<file path="config.mk">
export PLATFORM = sky130hd
export DESIGN_NAME = roulette_selector_flat
export DESIGN_NICKNAME = d
export VERILOG_FILES = /design/src/rtl/roulette_selector_if.sv /design/src/rtl/roulette_selector.sv /design/src/flat_wrapper.sv
export SDC_FILE = /design/constraint.sdc
export NUM_CORES = 1
export LEC_CHECK = 0
export ABC_AREA = 1
export CAP_MARGIN = 20
export CORE_ASPECT_RATIO = 0.6
export CORE_UTILIZATION = 38
export CTS_CLUSTER_DIAMETER = 120
export CTS_CLUSTER_SIZE = 10
export DETAILED_ROUTE_END_ITERATION = 6
export PLACE_DENSITY = 0.66
export SYNTH_ARGS = -nofsm -noshare
export SYNTH_HDL_FRONTEND = slang
export SYNTH_SLANG_ARGS = --single-unit
</file>
<file path="constraint.sdc">
create_clock -name clk -period 16.2 [get_ports clk]
set_input_delay 2.43 -clock clk [delete_from_list [all_inputs] [get_ports clk]]
set_output_delay 2.43 -clock clk [all_outputs]
set_load 0.01 [all_outputs]
</file>
<file path="src/rtl/roulette_selector_if.sv">
// Handshake and data bundle between the GA controller and the roulette selector.
// With ROULETTE_EXCLUDE_EN defined, the bundle also carries the exclusion request.
interface roulette_selector_if #(
    parameter int POPULATION_SIZE = 16,
    parameter int ADDR_WIDTH      = $clog2(POPULATION_SIZE),
    parameter int FITNESS_WIDTH   = 10,
    parameter int TOTAL_WIDTH     = FITNESS_WIDTH + ADDR_WIDTH
);
    logic                     start_selection;
    logic [FITNESS_WIDTH-1:0] fitness_values [POPULATION_SIZE];
    logic [TOTAL_WIDTH-1:0]   total_fitness;
    logic                     seed_load;
    logic [15:0]              seed_value;
    logic [ADDR_WIDTH-1:0]    selected_parent;
    logic                     selection_done;
    logic                     busy;
`ifdef ROULETTE_EXCLUDE_EN
    logic                     exclude_valid;
    logic [ADDR_WIDTH-1:0]    exclude_idx;

    modport master (
        output start_selection, fitness_values, total_fitness, seed_load, seed_value,
               exclude_valid, exclude_idx,
        input  selected_parent, selection_done, busy
    );
    modport slave (
        input  start_selection, fitness_values, total_fitness, seed_load, seed_value,
               exclude_valid, exclude_idx,
        output selected_parent, selection_done, busy
    );
`else
    modport master (
        output start_selection, fitness_values, total_fitness, seed_load, seed_value,
        input  selected_parent, selection_done, busy
    );
    modport slave (
        input  start_selection, fitness_values, total_fitness, seed_load, seed_value,
        output selected_parent, selection_done, busy
    );
`endif
endinterface

</file>
<file path="src/rtl/roulette_selector.sv">
// Fitness-proportionate parent selector: LFSR draw scaled to [0,total), then a linear scan.
// Optional ROULETTE_EXCLUDE_EN adds a per-run excluded index.
//
// state | meaning
// IDLE  | waiting for start_selection; seed_load accepted here
// SCALE | threshold = (lfsr * total) >> 16, or uniform pick when total is 0
// SCAN  | accumulate one fitness entry per cycle until the sum exceeds threshold
// DONE  | selection_done pulse, selected_parent valid
module roulette_selector #(
    parameter int          POPULATION_SIZE = 16,
    parameter int          ADDR_WIDTH      = $clog2(POPULATION_SIZE),
    parameter int          FITNESS_WIDTH   = 10,
    parameter int          TOTAL_WIDTH     = FITNESS_WIDTH + ADDR_WIDTH,
    parameter logic [15:0] SEED            = 16'hACE1
) (
    input logic               clk,
    input logic               rst_n,
    roulette_selector_if.slave bus
);
    localparam logic [15:0]           LFSR_MASK = 16'hB400;
    localparam logic [ADDR_WIDTH-1:0] LAST_IDX  = ADDR_WIDTH'(POPULATION_SIZE - 1);

    typedef enum logic [1:0] {IDLE, SCALE, SCAN, DONE} state_t;

    state_t                    state, state_next;
    logic [15:0]               lfsr, lfsr_next;
    logic [TOTAL_WIDTH-1:0]    acc, acc_next, threshold, eff_total;
    logic [TOTAL_WIDTH:0]      sum_wide;
    logic [16+TOTAL_WIDTH-1:0] product;
    logic [FITNESS_WIDTH-1:0]  fit_cur;
    logic [ADDR_WIDTH-1:0]     idx, sel, pick, fall_idx;
    logic                      hit, last;
`ifdef ROULETTE_EXCLUDE_EN
    logic                      excl_valid;
    logic [ADDR_WIDTH-1:0]     excl_idx;
    logic [TOTAL_WIDTH-1:0]    excl_fit;
`endif

    always_comb begin
        fit_cur   = bus.fitness_values[idx];
        eff_total = bus.total_fitness;
        pick      = lfsr[ADDR_WIDTH-1:0];
        fall_idx  = LAST_IDX;
`ifdef ROULETTE_EXCLUDE_EN
        excl_fit  = TOTAL_WIDTH'(bus.fitness_values[excl_idx]);
        if (excl_valid) begin
            if (idx == excl_idx) fit_cur = '0;
            eff_total = (bus.total_fitness > excl_fit) ? bus.total_fitness - excl_fit : '0;
            // Uniform pick must never land on the excluded entry.
            if (pick == excl_idx) pick = pick + ADDR_WIDTH'(1);
            if (excl_idx == LAST_IDX) fall_idx = LAST_IDX - ADDR_WIDTH'(1);
        end
`endif
        sum_wide  = {1'b0, acc} + (TOTAL_WIDTH+1)'(fit_cur);
        acc_next  = sum_wide[TOTAL_WIDTH] ? '1 : sum_wide[TOTAL_WIDTH-1:0];
        hit       = acc_next > threshold;
        last      = idx == LAST_IDX;
        product   = {{TOTAL_WIDTH{1'b0}}, lfsr} * {16'h0000, eff_total};
        lfsr_next = {1'b0, lfsr[15:1]} ^ (lfsr[0] ? LFSR_MASK : 16'h0000);
    end

    always_ff @(posedge clk or negedge rst_n) begin
        if (!rst_n) state <= IDLE;
        else        state <= state_next;
    end

    always_comb begin
        state_next = state;
        case (state)
            IDLE:    if (bus.start_selection) state_next = SCALE;
            SCALE:   state_next = (eff_total == '0) ? DONE : SCAN;
            SCAN:    if (hit || last) state_next = DONE;
            DONE:    state_next = IDLE;
            default: state_next = IDLE;
        endcase
    end

    always_ff @(posedge clk or negedge rst_n) begin
        if (!rst_n) begin
            lfsr       <= SEED;
            acc        <= '0;
            threshold  <= '0;
            idx        <= '0;
            sel        <= '0;
`ifdef ROULETTE_EXCLUDE_EN
            excl_valid <= 1'b0;
            excl_idx   <= '0;
`endif
        end else begin
            case (state)
                IDLE: begin
                    // A seed arriving with start is used by that same run.
                    if (bus.seed_load && bus.seed_value != 16'h0000) lfsr <= bus.seed_value;
                    if (bus.start_selection) begin
                        acc <= '0;
                        idx <= '0;
`ifdef ROULETTE_EXCLUDE_EN
                        excl_valid <= bus.exclude_valid;
                        excl_idx   <= bus.exclude_idx;
`endif
                    end
                end
                SCALE: begin
                    lfsr <= lfsr_next;
                    if (eff_total == '0) sel <= pick;
                    else                 threshold <= TOTAL_WIDTH'(product >> 16);
                end
                SCAN: begin
                    acc <= acc_next;
                    if (hit)       sel <= idx;
                    else if (last) sel <= fall_idx;
                    else           idx <= idx + ADDR_WIDTH'(1);
                end
                default: ;
            endcase
        end
    end

    assign bus.selected_parent = sel;
    assign bus.selection_done  = (state == DONE);
    assign bus.busy            = (state != IDLE);
endmodule

</file>
<file path="src/flat_wrapper.sv">
// flat-port wrapper written by rule: the top's interface ports become plain ports
module roulette_selector_flat 
#(
    parameter int          POPULATION_SIZE = 16,
    parameter int          ADDR_WIDTH      = $clog2(POPULATION_SIZE),
    parameter int          FITNESS_WIDTH   = 10,
    parameter int          TOTAL_WIDTH     = FITNESS_WIDTH + ADDR_WIDTH,
    parameter logic [15:0] SEED            = 16'hACE1
)
  (clk, rst_n, bus_start_selection, bus_fitness_values, bus_total_fitness, bus_seed_load, bus_seed_value, bus_selected_parent, bus_selection_done, bus_busy);
  roulette_selector_if #(.POPULATION_SIZE(POPULATION_SIZE), .ADDR_WIDTH(ADDR_WIDTH), .FITNESS_WIDTH(FITNESS_WIDTH), .TOTAL_WIDTH(TOTAL_WIDTH)) bus_i ();
  input logic clk;
  input logic rst_n;
  input wire logic [$bits(bus_i.start_selection)-1:0] bus_start_selection;
  input wire logic [$bits(bus_i.fitness_values)-1:0] bus_fitness_values;
  input wire logic [$bits(bus_i.total_fitness)-1:0] bus_total_fitness;
  input wire logic [$bits(bus_i.seed_load)-1:0] bus_seed_load;
  input wire logic [$bits(bus_i.seed_value)-1:0] bus_seed_value;
  output wire logic [$bits(bus_i.selected_parent)-1:0] bus_selected_parent;
  output wire logic [$bits(bus_i.selection_done)-1:0] bus_selection_done;
  output wire logic [$bits(bus_i.busy)-1:0] bus_busy;
  assign bus_i.start_selection = bus_start_selection;
  assign bus_i.fitness_values = {>>{bus_fitness_values}};
  assign bus_i.total_fitness = bus_total_fitness;
  assign bus_i.seed_load = bus_seed_load;
  assign bus_i.seed_value = bus_seed_value;
  assign bus_selected_parent = bus_i.selected_parent;
  assign bus_selection_done = bus_i.selection_done;
  assign bus_busy = bus_i.busy;
  roulette_selector #(.POPULATION_SIZE(POPULATION_SIZE), .ADDR_WIDTH(ADDR_WIDTH), .FITNESS_WIDTH(FITNESS_WIDTH), .TOTAL_WIDTH(TOTAL_WIDTH), .SEED(SEED)) u_core (.clk(clk), .rst_n(rst_n), .bus(bus_i));
endmodule
</file>
* Yosys cells after proc, flatten, opt, wreduce, memory -nomap -nowiden
Index checks and enable logic that the tools add are counted.
** Word-level totals
- Register bits after elaboration :: 54
- Latch bits :: 0
- RAM bits :: 0
- ROM bits :: 0
- Input bits :: 194
- Output and inout port bits :: 6
- Word-level logic and storage cells :: 61
- Memories :: 0
** Operators by class
- Add/sub/neg operators :: 2
- Multipliers :: 1
- Divide/modulo/power cells :: 0
- Magnitude comparators :: 2
- Equal/unequal tests :: 11
- Shifts and indexed selects :: 0
- Mux-type cells :: 21
- Bitwise logic cells :: 3
- Reductions and logical operators :: 15
** Operator list (number)
- $bmux W10 S4 :: 1
- $mux W16 :: 2
- $pmux W16 S2 :: 1
- $mul A16 B14 Y30 :: 1
- $mux W14 :: 2
- $pmux W14 S2 :: 1
- $mux W4 :: 6
- $mux W10 :: 2
- $pmux W4 S2 :: 2
- $reduce_bool A16 Y1 :: 1
- $xor A15 B16 Y16 :: 1
- $add A14 B10 Y15 :: 1
- $gt A14 B14 Y1 :: 1
- $logic_not A14 Y1 :: 1
- $pmux W2 S4 :: 1
- $reduce_and A2 Y1 :: 4
- $reduce_bool A2 Y1 :: 4
- $ne A2 B1 Y1 const B :: 3
- $ne A2 B2 Y1 const B :: 3
- $ge A5 B5 Y1 const B :: 1
- $not A4 Y5 :: 1
- $add A4 B1 Y4 const B :: 1
- $eq A2 B2 Y1 const B :: 2
- $eq A4 B4 Y1 const B :: 1
- other kinds (10) :: 11

* Logic depth before layout (Yosys ltp)
- Word-level depth :: 10
- Depth in mapped cells :: 29

* Worst setup path before layout
OpenSTA, ideal clock, no wires.
- Path type :: input-to-reg
- From :: input port bus_total_fitness[4]
- To :: register u_core.threshold[13]
- Library setup time :: 0.117 ns
- Arrival :: 7.131 ns
- Required time :: 16.083 ns
- Setup slack :: 8.952 ns
- Cell stages on the path :: 28
- Cells stage by stage :: clkbuf_1 > clkbuf_1 > nand2_1 > inv_1 > fa_1 > inv_1 > fa_1 > inv_1 > fa_1 > inv_1 > fa_1 > inv_1 > fa_1 > inv_1 > fa_1 > inv_1 > ha_1 > nand2_1 > nor2_1 > inv_1 > nor3_1 > nand2_1 > nand2_1 > nand3_1 > nand2_1 > nand2_1 > nand3_1 > nand2_1
** Between the ends
- Word-level cells in the longest chain between the ends :: 3
** RTL lines
- start: declaration :: line flat_wrapper.sv:16 : input wire logic [$bits(bus_i.total_fitness)-1:0] bus_total_fitness;
- parallel branches: the longest is 3 deep, another holds $mul A16 B14 Y30
- end signal: assignment :: line roulette_selector.sv:106 : else threshold <= TOTAL_WIDTH'(product >> 16);
- end: declaration :: line roulette_selector.sv:27 : logic [TOTAL_WIDTH-1:0] acc, acc_next, threshold, eff_total;
Parallel ways; which one is timed is not known.
A chain may end at the register's enable or synchronous reset.

* Final worst setup path
- From :: input port bus_total_fitness[10]
- To :: register u_core.threshold[6]
Same word-level chain as after synthesis.

==> impl_summary.log <==
[metrics] total die area: 0.03459 mm²
[metrics] Synth async-reset ratio: 100.0%
[metrics] post-synthesis net count: approximately 2300
[metrics] number of detailed-route iterations in the first pass: 5
[metrics] Non-Filler Cell Area, Final: ~0.015 mm²
[metrics] clock root cell: sky130_fd_sc_hd__clkbuf_16
[metrics] gate family responsible for the most delay along the worst path: adder cells
[metrics] overall track demand over capacity in global routing: a little under a quarter
[metrics] max cap viols: 0
[metrics] CTS tree: yes
[metrics] FP Rows: 51
[metrics] arrival time reported for the critical path endpoint: 8.24 ns
[metrics] I/O pin count: 200
[metrics] CTS Hold Buffers Added: 0
[metrics] largest stage delay on the critical path: 0.88 ns
[metrics] post-CTS clock slew at the launch and capture registers of the worst setup and hold paths: ~0.080 ns
[metrics] Startpoint Class: primary input
[metrics] placed wire-length estimate: 32180 µm
[metrics] synthesized area per cell: 6.960 µm²
[metrics] WL/cell: ~16 µm
[metrics] count of unique library cells instantiated by Yosys: 50
[metrics] clock sink count: between 50 and 60
[metrics] highest fanout seen on the critical path: 17
[metrics] Post-Syn Instances: around 1800
[metrics] buffers and inverters on the worst path: 6
[metrics] vias in the first global route: approximately 12000
[metrics] Area contributors post-synth: sky130_fd_sc_hd__fa_1 26%, sky130_fd_sc_hd__nand2_1 15%, sky130_fd_sc_hd__ha_1 12%
[metrics] combined area of the multi-input logic cells: around 0.0096 mm²
[metrics] number of levels in the clock H-tree: 2
[metrics] Filler Cells Inserted: roughly 3300
[metrics] die boundary width: 239.4 µm
[metrics] post-place instance area: approximately 0.015 mm²
[metrics] final-layout setup total negative slack: 0 ns
[metrics] endpoint required time on the critical path: around 16 ns
[metrics] final critical-path share of the clock period: between 40% and 50%
[metrics] Final setup violation count: 0
[metrics] clock latency on the worst-skew pair: around 0.32 ns
[metrics] Setup CP Type: primary input to flip-flop
[metrics] Cell Chain, Critical Path: clkdlybuf4s50_1 > nand2_1 > inv_1 > fa_1 > inv_1 > fa_1 > inv_1 > fa_1 > fa_1 > fa_1 > inv_1 > fa_1 > inv_1 > ha_1 > a21oi_1 > o21ai_0 > nand2_1 > nand2_1 > a21oi_1 > nand3_1 > nand3_1 > nand2_1
[metrics] Final Hold Violating Endpoints: 0
[metrics] Inserted Diodes: 0
[metrics] gpl congestion: 0.9306
[metrics] slew at the pin closest to its max-slew limit: around 1.0 ns
[metrics] core outline area: 0.03286 mm²
[metrics] violation count after the first detailed-routing iteration: between 1000 and 1500
[metrics] unrepaired setup endpoints after global routing: no
[metrics] worst-case clock buffer depth: 2
[metrics] relative max-transition margin: about a third
[metrics] Hold/Removal Path Class: flip-flop to flip-flop
[metrics] #FFs+latches synth: between 50 and 60
[metrics] remaining design rule violation count: 0
[metrics] number of buffers created by CTS: 5
[metrics] number of buffers inserted to repair setup after CTS: 0
[metrics] wirelength, routed: roughly 39000 µm
[metrics] number of antenna violations at the first check in global routing: 0
[metrics] sequential cell area: ~0.0014 mm²
[metrics] number of synthesized flops with an enable pin: 0
[metrics] share of post-route cells with drive strength above 1: 3.040%
[metrics] nature of the critical path endpoint: flip-flop
[metrics] Port Buffers: slightly below 200
[metrics] final worst path period need: ~8 ns
[metrics] cell with the largest stage delay on the worst path: sky130_fd_sc_hd__clkdlybuf4s50_1
[metrics] CTS resizes: 0
[metrics] Via-to-Cell Ratio: 5.020
[metrics] run status: finished clean
[metrics] number of max-slew violations in the final report: 0
[metrics] cell type with the highest aggregate area in the netlist: sky130_fd_sc_hd__fa_1
[metrics] highest clock frequency the design can meet: 124.6 MHz
[metrics] via total after detailed routing: roughly 12000
[metrics] final clock skew: ~0.013 ns
[metrics] Top FF cell, synth: sky130_fd_sc_hd__dfrtp_1
[metrics] area grow syn2layout: 18.36%
[metrics] pin count of the biggest net entering global routing: between 80 and 90
[metrics] proportion of netlist area held by the largest area contributor: about a quarter
[metrics] effective utilization at floorplan: between 30% and 40%
[metrics] count of synthesis-stage warnings from yosys: 0
[metrics] post-synthesis instance area: roughly 0.013 mm²
[metrics] number of nets in the layout: approximately 2500
[metrics] Crit path top cell by count: sky130_fd_sc_hd__fa_1
[metrics] part of the Yosys area used for sequential elements: between 10% and 20%
[metrics] global-route wire length before repair: roughly 63000 µm
[metrics] total congestion overflow after global routing: 0
[metrics] post-route ant nets: 0
[metrics] floorplan die height: approximately 140 µm
[routing by layer]
layer	global-route usage, %	share of wire (%)
met1	36.52	49
met2	30.77	40
met3	6.986	11
met4	2.497	0.99
met5	0	0
[area by class of cell]
type                       instances  share of cell area [%]
inverter                         391                   9.663
clock buffer                       5                  0.8224
tap                              450                   3.701
multi-input combinational       1317                   63.38
sequential                        54                   8.964
timing repair buffer             204                   13.31
clock inverter                     3                  0.1645
[worst reg2reg max path: stages, from the launching register on]
cell,delay [ns]
sky130_fd_sc_hd__dfrtp_2,0.94
sky130_fd_sc_hd__buf_4,0.50
sky130_fd_sc_hd__clkinv_1,0.13
sky130_fd_sc_hd__buf_4,0.33
sky130_fd_sc_hd__nor2_1,0.28
sky130_fd_sc_hd__o32ai_1,0.10
sky130_fd_sc_hd__o211ai_1,0.38
sky130_fd_sc_hd__nand3_1,0.13
sky130_fd_sc_hd__ha_1,0.43
sky130_fd_sc_hd__a21oi_4,0.24
sky130_fd_sc_hd__o21ai_1,0.09
sky130_fd_sc_hd__nand2_1,0.07
sky130_fd_sc_hd__nand3_2,0.14
sky130_fd_sc_hd__nand2_4,0.15
sky130_fd_sc_hd__inv_4,0.06
sky130_fd_sc_hd__nor2_1,0.19
sky130_fd_sc_hd__inv_1,0.07
sky130_fd_sc_hd__ha_1,0.30
sky130_fd_sc_hd__nand4_1,0.14
sky130_fd_sc_hd__nor3_2,0.19
sky130_fd_sc_hd__nand4_1,0.36
sky130_fd_sc_hd__nand3_1,0.29
sky130_fd_sc_hd__nand3_1,0.19
sky130_fd_sc_hd__nand2_1,0.10
sky130_fd_sc_hd__nand2_1,0.05
[registers in the layout, indices dropped and copies added, names as in the netlist]
register,flops
u_core.state,2
u_core.threshold,14
u_core.idx,4
u_core.acc,14
u_core.bus.selected_parent,4
u_core.lfsr,16
[through the flow]
| step | std cells | hold slack (ns) | utilization, % | setup slack, ns |
|---|---|---|---|---|
| CTS | 2424 | 0.4842 | 46.30 | 8.248 |
| finish | 2424 | 0.4814 | 46.30 | 8.174 |
| floorplan | 1847 | 0.4491 | - | 8.952 |
| detailed placement | 2416 | 0.4642 | 45.84 | 7.958 |
| global route | 2424 | 0.5040 | 46.30 | 7.799 |
| global placement | 2416 | 0.4693 | 45.84 | 8.014 |
[logic make-up (layout without fill, tap and decap cells)]
family | count (synthesis) | count (layout) | share of synthesized area, %
mux | 23 | 23 | 1.879
xor+xnor | 10 | 10 | 0.6813
fa+ha+maj | 286 | 286 | 37.47
simple gates | 800 | 800 | 25.53
buf+inv | 476 | 603 | 14.40
compound gates | 198 | 198 | 9.451
flops | 54 | 54 | 10.59
[synth_stat cells, types with 7 or more instances]
cell type / n
sky130_fd_sc_hd__a21oi_1: 51
sky130_fd_sc_hd__buf_2: 24
sky130_fd_sc_hd__clkbuf_1: 53
sky130_fd_sc_hd__dfrtp_1: 46
sky130_fd_sc_hd__dfstp_2: 8
sky130_fd_sc_hd__fa_1: 165
sky130_fd_sc_hd__ha_1: 121
sky130_fd_sc_hd__inv_1: 386
sky130_fd_sc_hd__mux2_2: 9
sky130_fd_sc_hd__mux2i_1: 14
sky130_fd_sc_hd__nand2_1: 506
sky130_fd_sc_hd__nand3_1: 82
sky130_fd_sc_hd__nand4_1: 11
sky130_fd_sc_hd__nor2_1: 160
sky130_fd_sc_hd__nor3_1: 8
sky130_fd_sc_hd__o211ai_1: 8
sky130_fd_sc_hd__o21ai_0: 74
sky130_fd_sc_hd__o21ai_1: 7
sky130_fd_sc_hd__o221ai_1: 14
sky130_fd_sc_hd__o32ai_1: 26
[layout by cell type (no fill, tap or decap), drive strengths merged, types with 12 or more instances in the layout]
cell and count:
nor3 12, fa 165, inv 390, dfrtp 46
clkdlybuf4s50 198, nand2 514, o32ai 26, nand3 85
o21ai 82, nor2 161, mux2i 14, a21oi 54
o221ai 14, ha 121
[worst paths after layout]
| path | cells after the start | endpoint | startpoint | slack, ns |
|---|---|---|---|---|
| worst max register to register | 24 | u_core.idx[1] | u_core.idx[0] | 10.24 |
| worst min-delay path | 2 | u_core.bus.selected_parent[0] | u_core.bus.selected_parent[0] | 0.48 |
| min in group asynchronous | 2 | u_core.lfsr[4] | rst_n | 2.26 |
| worst min register to register | 2 | u_core.bus.selected_parent[0] | u_core.bus.selected_parent[0] | 0.48 |
| worst max-delay path | 22 | u_core.threshold[6] | bus_total_fitness[10] | 8.17 |
| max in group asynchronous | 2 | u_core.idx[1] | rst_n | 13.37 |
Power is not shown: default switching activity piles up to over one toggle a cycle in this logic, so the estimate is an artifact.
==> edit, RTL diff (config.mk and constraints unchanged) <==
`POPULATION_SIZE` is set to 16 in 3 places; all go to 8.
--- a/src/rtl/roulette_selector_if.sv
+++ b/src/rtl/roulette_selector_if.sv
@@ -1,7 +1,7 @@
 // Handshake and data bundle between the GA controller and the roulette selector.
 // With ROULETTE_EXCLUDE_EN defined, the bundle also carries the exclusion request.
 interface roulette_selector_if #(
-    parameter int POPULATION_SIZE = 16,
+    parameter int POPULATION_SIZE = 8,
     parameter int ADDR_WIDTH      = $clog2(POPULATION_SIZE),
     parameter int FITNESS_WIDTH   = 10,
     parameter int TOTAL_WIDTH     = FITNESS_WIDTH + ADDR_WIDTH
--- a/src/rtl/roulette_selector.sv
+++ b/src/rtl/roulette_selector.sv
@@ -7,7 +7,7 @@
 // SCAN  | accumulate one fitness entry per cycle until the sum exceeds threshold
 // DONE  | selection_done pulse, selected_parent valid
 module roulette_selector #(
-    parameter int          POPULATION_SIZE = 16,
+    parameter int          POPULATION_SIZE = 8,
     parameter int          ADDR_WIDTH      = $clog2(POPULATION_SIZE),
     parameter int          FITNESS_WIDTH   = 10,
     parameter int          TOTAL_WIDTH     = FITNESS_WIDTH + ADDR_WIDTH,
--- a/src/flat_wrapper.sv
+++ b/src/flat_wrapper.sv
@@ -1,7 +1,7 @@
 // flat-port wrapper written by rule: the top's interface ports become plain ports
 module roulette_selector_flat 
 #(
-    parameter int          POPULATION_SIZE = 16,
+    parameter int          POPULATION_SIZE = 8,
     parameter int          ADDR_WIDTH      = $clog2(POPULATION_SIZE),
     parameter int          FITNESS_WIDTH   = 10,
     parameter int          TOTAL_WIDTH     = FITNESS_WIDTH + ADDR_WIDTH,
Ports: changed (resized bus_fitness_values, bus_selected_parent and bus_total_fitness); port bits go from 200 to 118. The function was not compared with the original's and may differ.
==> edit against the unedited design <==
  * Area after synthesis is 11% lower
  * Sequential share of layout area rose by 0.79 points
  * Register-to-register slack better by 600 ps
  * Sequential cell count is 4 lower
  * Worst setup slack gained 480 ps
  * Cell area down 15%
  * Non-clock buffer count is 83 lower
  * Maximum frequency is 6.3% higher
  * Synthesized cell count down 9.9%
  * Routed wire length down 19%
Power is left out: the tool's default activity adds up to more than one toggle a clock period on the data nets, which glitch-free logic cannot reach.
==> edit: results (changes against the unedited design) <==
[synthesis]
synthMuxAreaShare_pct = 1.18  ; was 1.88%
synth_compound_area_share_pct = 6.25  ; was 9.45%
ys_types = 39  ; was 50
synth_xor_area_share_pct = 0.691  ; was 0.681%
synth_common_cells = nand2_1, inv_1, fa_1  ; unchanged
yosysWarnings = 0  ; unchanged
ys_async_sr_fraction_pct = 100  ; unchanged
syn_nets = 2031  ; was 2327
synth_top_cells_by_area = fa_1, nand2_1, inv_1, ha_1, dfrtp_1  ; was fa_1, nand2_1, ha_1, inv_1, dfrtp_1
ys_seq_area_share_pct = 11.1  ; was 10.6%
synth_fa_ha_area_share_pct = 37.9  ; was 37.5%
ys.flop_type = dfrtp_1  ; unchanged

[sta]
fin_setup_tns_ps = 0  ; unchanged
fin_skew_ps = 8.63  ; was 13.4 ps
maxSlewHeadroom_pct = 40.7  ; was 33.4%

[critical_path]
worstRegToRegCells = 23  ; was 24
critPathCapture = u_core.threshold[6]$_DFFE_PN0P_  ; unchanged
r2r_end = u_core.bus.selected_parent[2]$_DFFE_PN0P_  ; was u_core.idx[1]$_DFFE_PN0P_
regToRegSetupSlack_ps = 10840  ; was 10240 ps
cp.arrival_ps = 7730  ; was 8240 ps
critPathLaunch = bus_total_fitness[7]  ; was bus_total_fitness[10]
r2r-start = u_core.idx[1]$_DFFE_PN0P_  ; was u_core.idx[0]$_DFFE_PN0P_
crit_fanout = 17  ; unchanged

[grt]
grt_pass1_wl_mm = 53.3  ; was 62.7 mm
grt_use_total_pct = 22.0  ; was 23.1%
antenna_found_initial = 0  ; unchanged
grt_max_degree = 51  ; was 85

[clock_network]
cts_root_buf = clkbuf_16  ; unchanged
clk_latency_ps = 300  ; was 320 ps
clk_path_buf_depth = 2  ; unchanged
post-cts-setup-buffers = 0  ; unchanged
cts_resized = 0  ; unchanged
cts_buffers = 5  ; unchanged
htree_num_levels = 2  ; unchanged
clk_pin_slew_ps = 70

[routing]
first_iter_violations = 828  ; was 1148
avgViaCountPerCell = 4.86  ; was 5.02
wirelength_mm = 31.9  ; was 39.4 mm
firstDrtPassIters = 5  ; unchanged

[placement]
portBuffers = 117  ; was 199
place_congestion = 0.939  ; was 0.931
post-dp-hpwl_mm = 26.6  ; was 32.2 mm

[layout]
fillCellCount = 3012  ; was 3283
largestRegisters = u_core.lfsr x16, u_core.acc x13, u_core.threshold x13  ; was u_core.lfsr x16, u_core.acc x14, u_core.threshold x14
diodes = 0  ; unchanged
layout-drive-gt1-share_pct = 3.54  ; was 3.04%
fin_nets = 2086  ; was 2453

[run_status]
status = finished clean  ; unchanged

[worst_hold_path]
hp-class = reg2reg  ; unchanged

==> edit: changes by cell type after synthesis, moves of 15 or more <==
cell / unedited run / this run
ha_1: 121 / 99
nor2_1: 160 / 127
o32ai_1: 26 / 0
o21ai_0: 74 / 59
a21oi_1: 51 / 30
==> edit: metrics by stage <==
step / hold WS (ps) / worst slack [ps] / util, % / area (um^2) / instances
CTS: 489 / 8660 / 44.4 / 12900 / 2121
finish: 482 / 8650 / 44.4 / 12900 / 2121
global placement: 467 / 8410 / 43.9 / 12800 / 2113
global route: 512 / 8240 / 44.4 / 12900 / 2121
detailed placement: 470 / 8360 / 43.9 / 12800 / 2113
floorplan: 449 / 9400 / - / 11400 / 1665
==> edit: final cells by class <==
type                    instances  area share [%]
multi-input cells            1150            64.6
inverters                     392            11.4
flip-flops and latches         50            9.75
repair buffers                121            9.25
well taps                     400            3.87
clock buffers                   6            1.07
clock inverters                 2           0.126
==> edit: logic make-up (layout without fill, tap and decap cells) <==
kind of cell	after synthesis	count (layout)
AND/OR/NAND/NOR	749	749
buffers and inverters	465	521
adder cells (fa/ha/maj)	253	253
AO/OA/AOI/OAI	127	127
flip-flops	50	50
multiplexers	12	12
XOR/XNOR	9	9
==> edit: worst max-delay path: stages <==
cell	delay, ps
clkdlybuf4s50_1	830
nand2_1	220
inv_1	90
fa_1	540
inv_1	60
fa_1	490
fa_1	490
inv_1	50
fa_1	520
inv_1	50
fa_1	530
inv_1	40
ha_1	330
nand2_1	120
nor2_1	260
nand2_1	120
nor3_1	160
nand2_1	120
nand3_1	100
nand2_1	50
nand3_1	60
nand2_1	60
==> edit: worst min-delay path by stage <==
stage | from | cells past startpoint | to
after floorplan | u_core.threshold[4]$_DFFE_PN0P_ | 2 | u_core.threshold[4]$_DFFE_PN0P_
after global placement | u_core.bus.selected_parent[0]$_DFFE_PN0P_ | 2 | u_core.bus.selected_parent[0]$_DFFE_PN0P_
after detailed placement | u_core.threshold[10]$_DFFE_PN0P_ | 2 | u_core.threshold[10]$_DFFE_PN0P_
after CTS | u_core.threshold[10]$_DFFE_PN0P_ | 2 | u_core.threshold[10]$_DFFE_PN0P_
after global routing | u_core.threshold[10]$_DFFE_PN0P_ | 2 | u_core.threshold[10]$_DFFE_PN0P_
final | u_core.threshold[10]$_DFFE_PN0P_ | 2 | u_core.threshold[10]$_DFFE_PN0P_
==> edit: metal layers <==
metal | GRT usage, % | vias up | part of all wire, %
met4 | 1.78 | 0 | 0.65
met3 | 5.14 | 17 | 8.9
met1 | 34.7 | 4874 | 52
li1 | - | 5055 | -
met5 | 0 | - | 0
met2 | 30.6 | 358 | 39
